===== src/rtl/pwm_pkg.sv =====
// Shared encodings and helpers for the PWM source block: actuator select codes
// and the order in which the MODE button walks through them.
package pwm_pkg;

    typedef enum logic [1:0] {
        SEL_OFF      = 2'b00,
        SEL_MOTORRED = 2'b01,
        SEL_MOTOR_DC = 2'b11,
        SEL_LED      = 2'b10
    } sel_e;

    // OFF -> MOTORREDUCTOR -> MOTOR_DC -> LED -> OFF
    function automatic sel_e sel_next(input sel_e cur);
        sel_e nxt;
        case (cur)
            SEL_OFF:      nxt = SEL_MOTORRED;
            SEL_MOTORRED: nxt = SEL_MOTOR_DC;
            SEL_MOTOR_DC: nxt = SEL_LED;
            SEL_LED:      nxt = SEL_OFF;
            default:      nxt = SEL_OFF;
        endcase
        return nxt;
    endfunction

endpackage


===== src/rtl/boton_debounce.sv =====
// Push-button conditioner: 2-FF synchronizer, stable-level counter and a
// single-cycle pulse on every accepted rising level.
module boton_debounce #(
    parameter int unsigned DEBOUNCE_CYC = 50000
) (
    input  logic CLK,
    input  logic RST_N,
    input  logic BTN,
    output logic LEVEL,
    output logic PRESS
);

    localparam int unsigned DW = (DEBOUNCE_CYC > 1) ? $clog2(DEBOUNCE_CYC) : 1;
    localparam logic [DW-1:0] CNT_LAST = DW'(DEBOUNCE_CYC - 1);

    logic          sync1_q, sync2_q;
    logic          level_q, level_d;
    logic          press_q, press_d;
    logic [DW-1:0] cnt_q, cnt_d;

    // Counter only runs while the synchronized input disagrees with the
    // accepted level; the DEBOUNCE_CYC-th consecutive disagreement flips it.
    always_comb begin
        level_d = level_q;
        press_d = 1'b0;
        cnt_d   = '0;
        if (sync2_q != level_q) begin
            if (cnt_q == CNT_LAST) begin
                level_d = sync2_q;
                press_d = sync2_q;
            end else begin
                cnt_d = cnt_q + DW'(1);
            end
        end
    end

    always_ff @(posedge CLK) begin
        if (!RST_N) begin
            sync1_q <= 1'b0;
            sync2_q <= 1'b0;
            level_q <= 1'b0;
            press_q <= 1'b0;
            cnt_q   <= '0;
        end else begin
            sync1_q <= BTN;
            sync2_q <= sync1_q;
            level_q <= level_d;
            press_q <= press_d;
            cnt_q   <= cnt_d;
        end
    end

    assign LEVEL = level_q;
    assign PRESS = press_q;

endmodule


===== src/rtl/pwm_sel_gen.sv =====
// PWM source for the output router: debounced MODE/UP/DOWN buttons drive the
// actuator select FSM and a saturating duty register feeding a shadowed PWM.
module pwm_sel_gen
    import pwm_pkg::*;
#(
    parameter int unsigned PERIOD_CYC   = 1000,
    parameter int unsigned DUTY_STEP    = 100,
    parameter int unsigned DEBOUNCE_CYC = 50000,
    localparam int unsigned CW          = $clog2(PERIOD_CYC + 1)
) (
    input  logic          CLK,
    input  logic          RST_N,
    input  logic          BTN_MODE,
    input  logic          BTN_UP,
    input  logic          BTN_DOWN,
    output logic          FREC,
    output logic [1:0]    BOTON_SEL,
    output logic [CW-1:0] DUTY
);

    localparam logic [CW:0]   STEP_W   = (CW + 1)'(DUTY_STEP);
    localparam logic [CW:0]   PERIOD_W = (CW + 1)'(PERIOD_CYC);
    localparam logic [CW-1:0] CNT_LAST = CW'(PERIOD_CYC - 1);

    logic       press_mode, press_up, press_down;
    // Accepted levels are not needed here; only press pulses drive the block.
    logic [2:0] unused_level;

    boton_debounce #(
        .DEBOUNCE_CYC(DEBOUNCE_CYC)
    ) u_deb_mode (
        .CLK  (CLK),
        .RST_N(RST_N),
        .BTN  (BTN_MODE),
        .LEVEL(unused_level[0]),
        .PRESS(press_mode)
    );

    boton_debounce #(
        .DEBOUNCE_CYC(DEBOUNCE_CYC)
    ) u_deb_up (
        .CLK  (CLK),
        .RST_N(RST_N),
        .BTN  (BTN_UP),
        .LEVEL(unused_level[1]),
        .PRESS(press_up)
    );

    boton_debounce #(
        .DEBOUNCE_CYC(DEBOUNCE_CYC)
    ) u_deb_down (
        .CLK  (CLK),
        .RST_N(RST_N),
        .BTN  (BTN_DOWN),
        .LEVEL(unused_level[2]),
        .PRESS(press_down)
    );

    sel_e          sel_q, sel_d;
    logic [CW-1:0] duty_q, duty_d;
    logic [CW-1:0] cnt_q, cnt_d;
    logic [CW-1:0] duty_act_q, duty_act_d;
    logic          frec_q, frec_d;

    always_comb begin
        sel_d = sel_q;
        if (press_mode) begin
            sel_d = sel_next(sel_q);
        end
    end

    // One extra bit keeps both the saturating add and subtract from wrapping.
    logic [CW:0] duty_w, duty_inc, duty_dec;

    always_comb begin
        duty_w   = {1'b0, duty_q};
        duty_inc = duty_w + STEP_W;
        duty_dec = duty_w - STEP_W;
        duty_d   = duty_q;
        if (press_up && !press_down) begin
            duty_d = (duty_inc > PERIOD_W) ? PERIOD_W[CW-1:0] : duty_inc[CW-1:0];
        end else if (press_down && !press_up) begin
            duty_d = (duty_w < STEP_W) ? '0 : duty_dec[CW-1:0];
        end
    end

    // Shadow loads only at the last count so a period never changes shape midway.
    always_comb begin
        cnt_d      = (cnt_q == CNT_LAST) ? '0 : cnt_q + CW'(1);
        duty_act_d = (cnt_q == CNT_LAST) ? duty_q : duty_act_q;
        frec_d     = (sel_q != SEL_OFF) && (cnt_q < duty_act_q);
    end

    always_ff @(posedge CLK) begin
        if (!RST_N) begin
            sel_q      <= SEL_OFF;
            duty_q     <= '0;
            cnt_q      <= '0;
            duty_act_q <= '0;
            frec_q     <= 1'b0;
        end else begin
            sel_q      <= sel_d;
            duty_q     <= duty_d;
            cnt_q      <= cnt_d;
            duty_act_q <= duty_act_d;
            frec_q     <= frec_d;
        end
    end

    assign FREC      = frec_q;
    assign BOTON_SEL = sel_q;
    assign DUTY      = duty_q;

endmodule


===== config.mk =====
export PLATFORM = sky130hd
export DESIGN_NAME = pwm_sel_gen
export DESIGN_NICKNAME = d
export VERILOG_FILES = /design/src/rtl/pwm_pkg.sv /design/src/rtl/boton_debounce.sv /design/src/rtl/pwm_sel_gen.sv
export SDC_FILE = /design/constraint.sdc
export NUM_CORES = 1
export LEC_CHECK = 0
export ABC_AREA = 0
export BUFFER_PORTS_ARGS = -buffer_cell sky130_fd_sc_hd__buf_4
export CAP_MARGIN = 20
export CORE_UTILIZATION = 60
export DETAILED_ROUTE_END_ITERATION = 8
export GPL_TIMING_DRIVEN = 0
export PLACE_DENSITY = 0.8
export SYNTH_ARGS = -nofsm -noshare
export SYNTH_HDL_FRONTEND = slang
export SYNTH_SLANG_ARGS = --single-unit

===== constraint.sdc =====
create_clock -name CLK -period 2.64 [get_ports CLK]
set_clock_uncertainty 0.05 [all_clocks]
set_input_delay 0.528 -clock CLK [delete_from_list [all_inputs] [get_ports CLK]]
set_output_delay 0.528 -clock CLK [all_outputs]
set_load 0.01 [all_outputs]

==> flow_summary.json <==
{
  "final_area_um2": 4640,
  "boundaryPins": 18,
  "antenna_found_initial": 0,
  "start_util": 0.619,
  "coreArea_um2": 6790,
  "tritoncts": "yes",
  "clock_latency_ps": 350,
  "slew_viol_final": 0,
  "num_rows": 30,
  "synth_commonest_cells": "dfxtp_1, nor2_1, xor2_1",
  "hold_path_class": "input pin to register",
  "synth_most_common_cell": "dfxtp_1",
  "setup_tns_ps": 0,
  "maxCapViolCount": 0,
  "area_growth_pct": 10.4,
  "track_usage": 0.235,
  "synthTopCellsByArea": "dfxtp_1, nor2_1, xor2_1",
  "insertedDiodeCount": 0,
  "cts-buffers-inserted": 9,
  "drtAntennaViolNets": 0,
  "relSlewSlack": 0.599,
  "required_ps": 2840,
  "worstMarginPinSlew_ps": 602,
  "vias_per_cell": 5.55,
  "synth_seq_area_share": 0.424,
  "min_from": "BTN_UP",
  "cts_resized": 0,
  "grt_overflow": 0,
  "first_pass_iters": 5,
  "nNetsFinal": 542,
  "synth.cell_area_um2": 4210,
  "crit_type": "register to register",
  "cp_max_fo": 10,
  "vdd_drop_max_v": 0.000364,
  "hold_viol_final": 0,
  "ctsHoldBuffers": 0,
  "critPathArrivalTime_ps": 2600,
  "htreeDepth": 3,
  "rsz0062_at_grt": "false",
  "rrSetupSlack_ps": 240,
  "setup_viol": 0,
  "num_vias": 3454,
  "die_area_um2": 7350,
  "grt_max_degree": 17,
  "routed_wl_mm": 8.05,
  "synth_top_area_frac": 0.424,
  "power_density_nw_per_um2": 505,
  "drc_errors": 0,
  "timing.fmax_mhz": 416,
  "worst_setup_path_end_kind": "register",
  "grt_pass1_wl_mm": 13.9,
  "fin_crit_sh": 0.911,
  "grt_pass1_vias": 3287,
  "post_cts_buffers": 0,
  "leakagePower_nw": 1.69,
  "die_w_um": 85.7,
  "ys_ff_latch": 89,
  "die_h_um": 85.7,
  "avgSynthCellArea_um2": 8.52,
  "finalPower_mw": 2.34,
  "r2r-end": "DUTY[2]",
  "dp_hpwl_mm": 5.75,
  "ys_types": 46,
  "critPathLaunchType": "register",
  "postPlaceCellArea_um2": 4440,
  "cts_root_buf": "clkbuf_8",
  "layout_min_cycle_time_ps": 2400,
  "yosysWarningCount": 0,
  "synth-edff-count": 0,
  "drtIter0Drc": 206,
  "yosys.area.top_type": "dfxtp_1",
  "cts_buffer_depth": 2,
  "synth-main-ff-cell": "dfxtp_1",
  "clock-sinks": 89,
  "reg2reg_depth": 6,
  "netlist_instances": 494,
  "hold_end": "u_deb_up.sync1_q",
  "async_flop_share": 0,
  "routedWlPerCell_um": 12.9,
  "status": "finished, final reports clean",
  "path_clk_slew_ps": 90,
  "worstReg2RegStart": "DUTY[2]",
  "gp_congestion": 0.893,
  "holdPathStages": 2,
  "drive_gt1_frac": 0.0741,
  "io_buffers": 15
}
## layout make-up
| class | instances | area (um^2) |
|---|---|---|
| fill | 545 | 2150 |
| clock inverter | 6 | 73.8 |
| buffer | 20 | 90.1 |
| multi-input combinational | 360 | 2240 |
| clock buffer | 10 | 128 |
| tap | 96 | 120 |
| sequential | 89 | 1780 |
| timing repair buffer | 15 | 113 |
| inverter | 26 | 97.6 |
## cell families (layout without fill, tap and decap cells)
| group | count (synthesis) | count (layout) | synth area share |
|---|---|---|---|
| and+or+nand+nor | 223 | 223 | 0.257 |
| adders and majority gates | 16 | 16 | 0.0476 |
| DFF | 89 | 89 | 0.424 |
| muxes | 13 | 13 | 0.0309 |
| other | 1 | 2 | 0.000891 |
| buffers and inverters | 46 | 77 | 0.0446 |
| xor gates and xnor gates | 55 | 55 | 0.115 |
| AOI/OAI and AO/OA | 51 | 51 | 0.0806 |
## worst max-delay path, cell delays in order (launching register included)
cell and delay, ps:
dfxtp_1 520, ha_1 200, clkbuf_1 270, o2111ai_1 190, or4_4 570, o31a_1 290, a32o_1 210
## flip-flops by register name, indices dropped and copies added, names as in the netlist, 2 cells and up
signal	cells
u_deb_down.cnt_q	16
cnt_q	10
DUTY	8
BOTON_SEL	2
duty_act_q	8
u_deb_mode.cnt_q	16
u_deb_up.cnt_q	16
## per-layer routing
| metal | share of wire | global-route usage | wire length (um) |
|---|---|---|---|
| met1 | 0.46 | 0.281 | 3690 |
| met2 | 0.49 | 0.406 | 3920 |
| met3 | 0.033 | 0.0443 | 268 |
| met4 | 0.022 | 0.114 | 175 |
| met5 | 0 | 0 | 0 |
## through the flow
| stage | cells | hold slack, ps | setup slack, ps | utilization |
|---|---|---|---|---|
| after floorplan | 495 | 362 | 430 | - |
| after global placement | 606 | 366 | 278 | 0.654 |
| after detailed placement | 606 | 371 | 262 | 0.654 |
| after CTS | 622 | 308 | 243 | 0.684 |
| after global routing | 622 | 322 | 63.8 | 0.684 |
| final | 622 | 324 | 236 | 0.684 |
## report_power, final
part / leakage, nW / switching (mW) / internal (mW)
logic: 0.872 / 0.0282 / 0.0174
clock network: 0.0954 / 0.489 / 0.451
registers: 0.719 / 0.00683 / 1.35
## how the worst max path moves through the flow
stage / start / endpoint / cells past startpoint
detailed placement: DUTY[2] / DUTY[2] / 6
global placement: DUTY[2] / DUTY[2] / 6
CTS: DUTY[2] / DUTY[2] / 6
floorplan: DUTY[2] / DUTY[2] / 6
global route: DUTY[2] / DUTY[2] / 6
finish: DUTY[2] / DUTY[2] / 6
## cell usage in the layout (no fill, tap or decap), types with 4 or more instances in the layout
master / instances
dfxtp_1: 89
nor2_1: 88
xor2_1: 30
nand2_1: 29
nand3_1: 27
inv_1: 26
xnor2_1: 25
buf_4: 18
ha_1: 16
clkbuf_1: 14
and3_1: 13
nor3_1: 13
o21ai_0: 13
mux2i_1: 13
nand4_1: 11
a21oi_1: 10
nor4_1: 9
clkbuf_8: 9
and2_1: 8
a31oi_1: 7
nand2b_1: 5
a211oi_1: 5
nor2b_1: 4
or3_1: 4
Power figures use the tool's default switching activity.
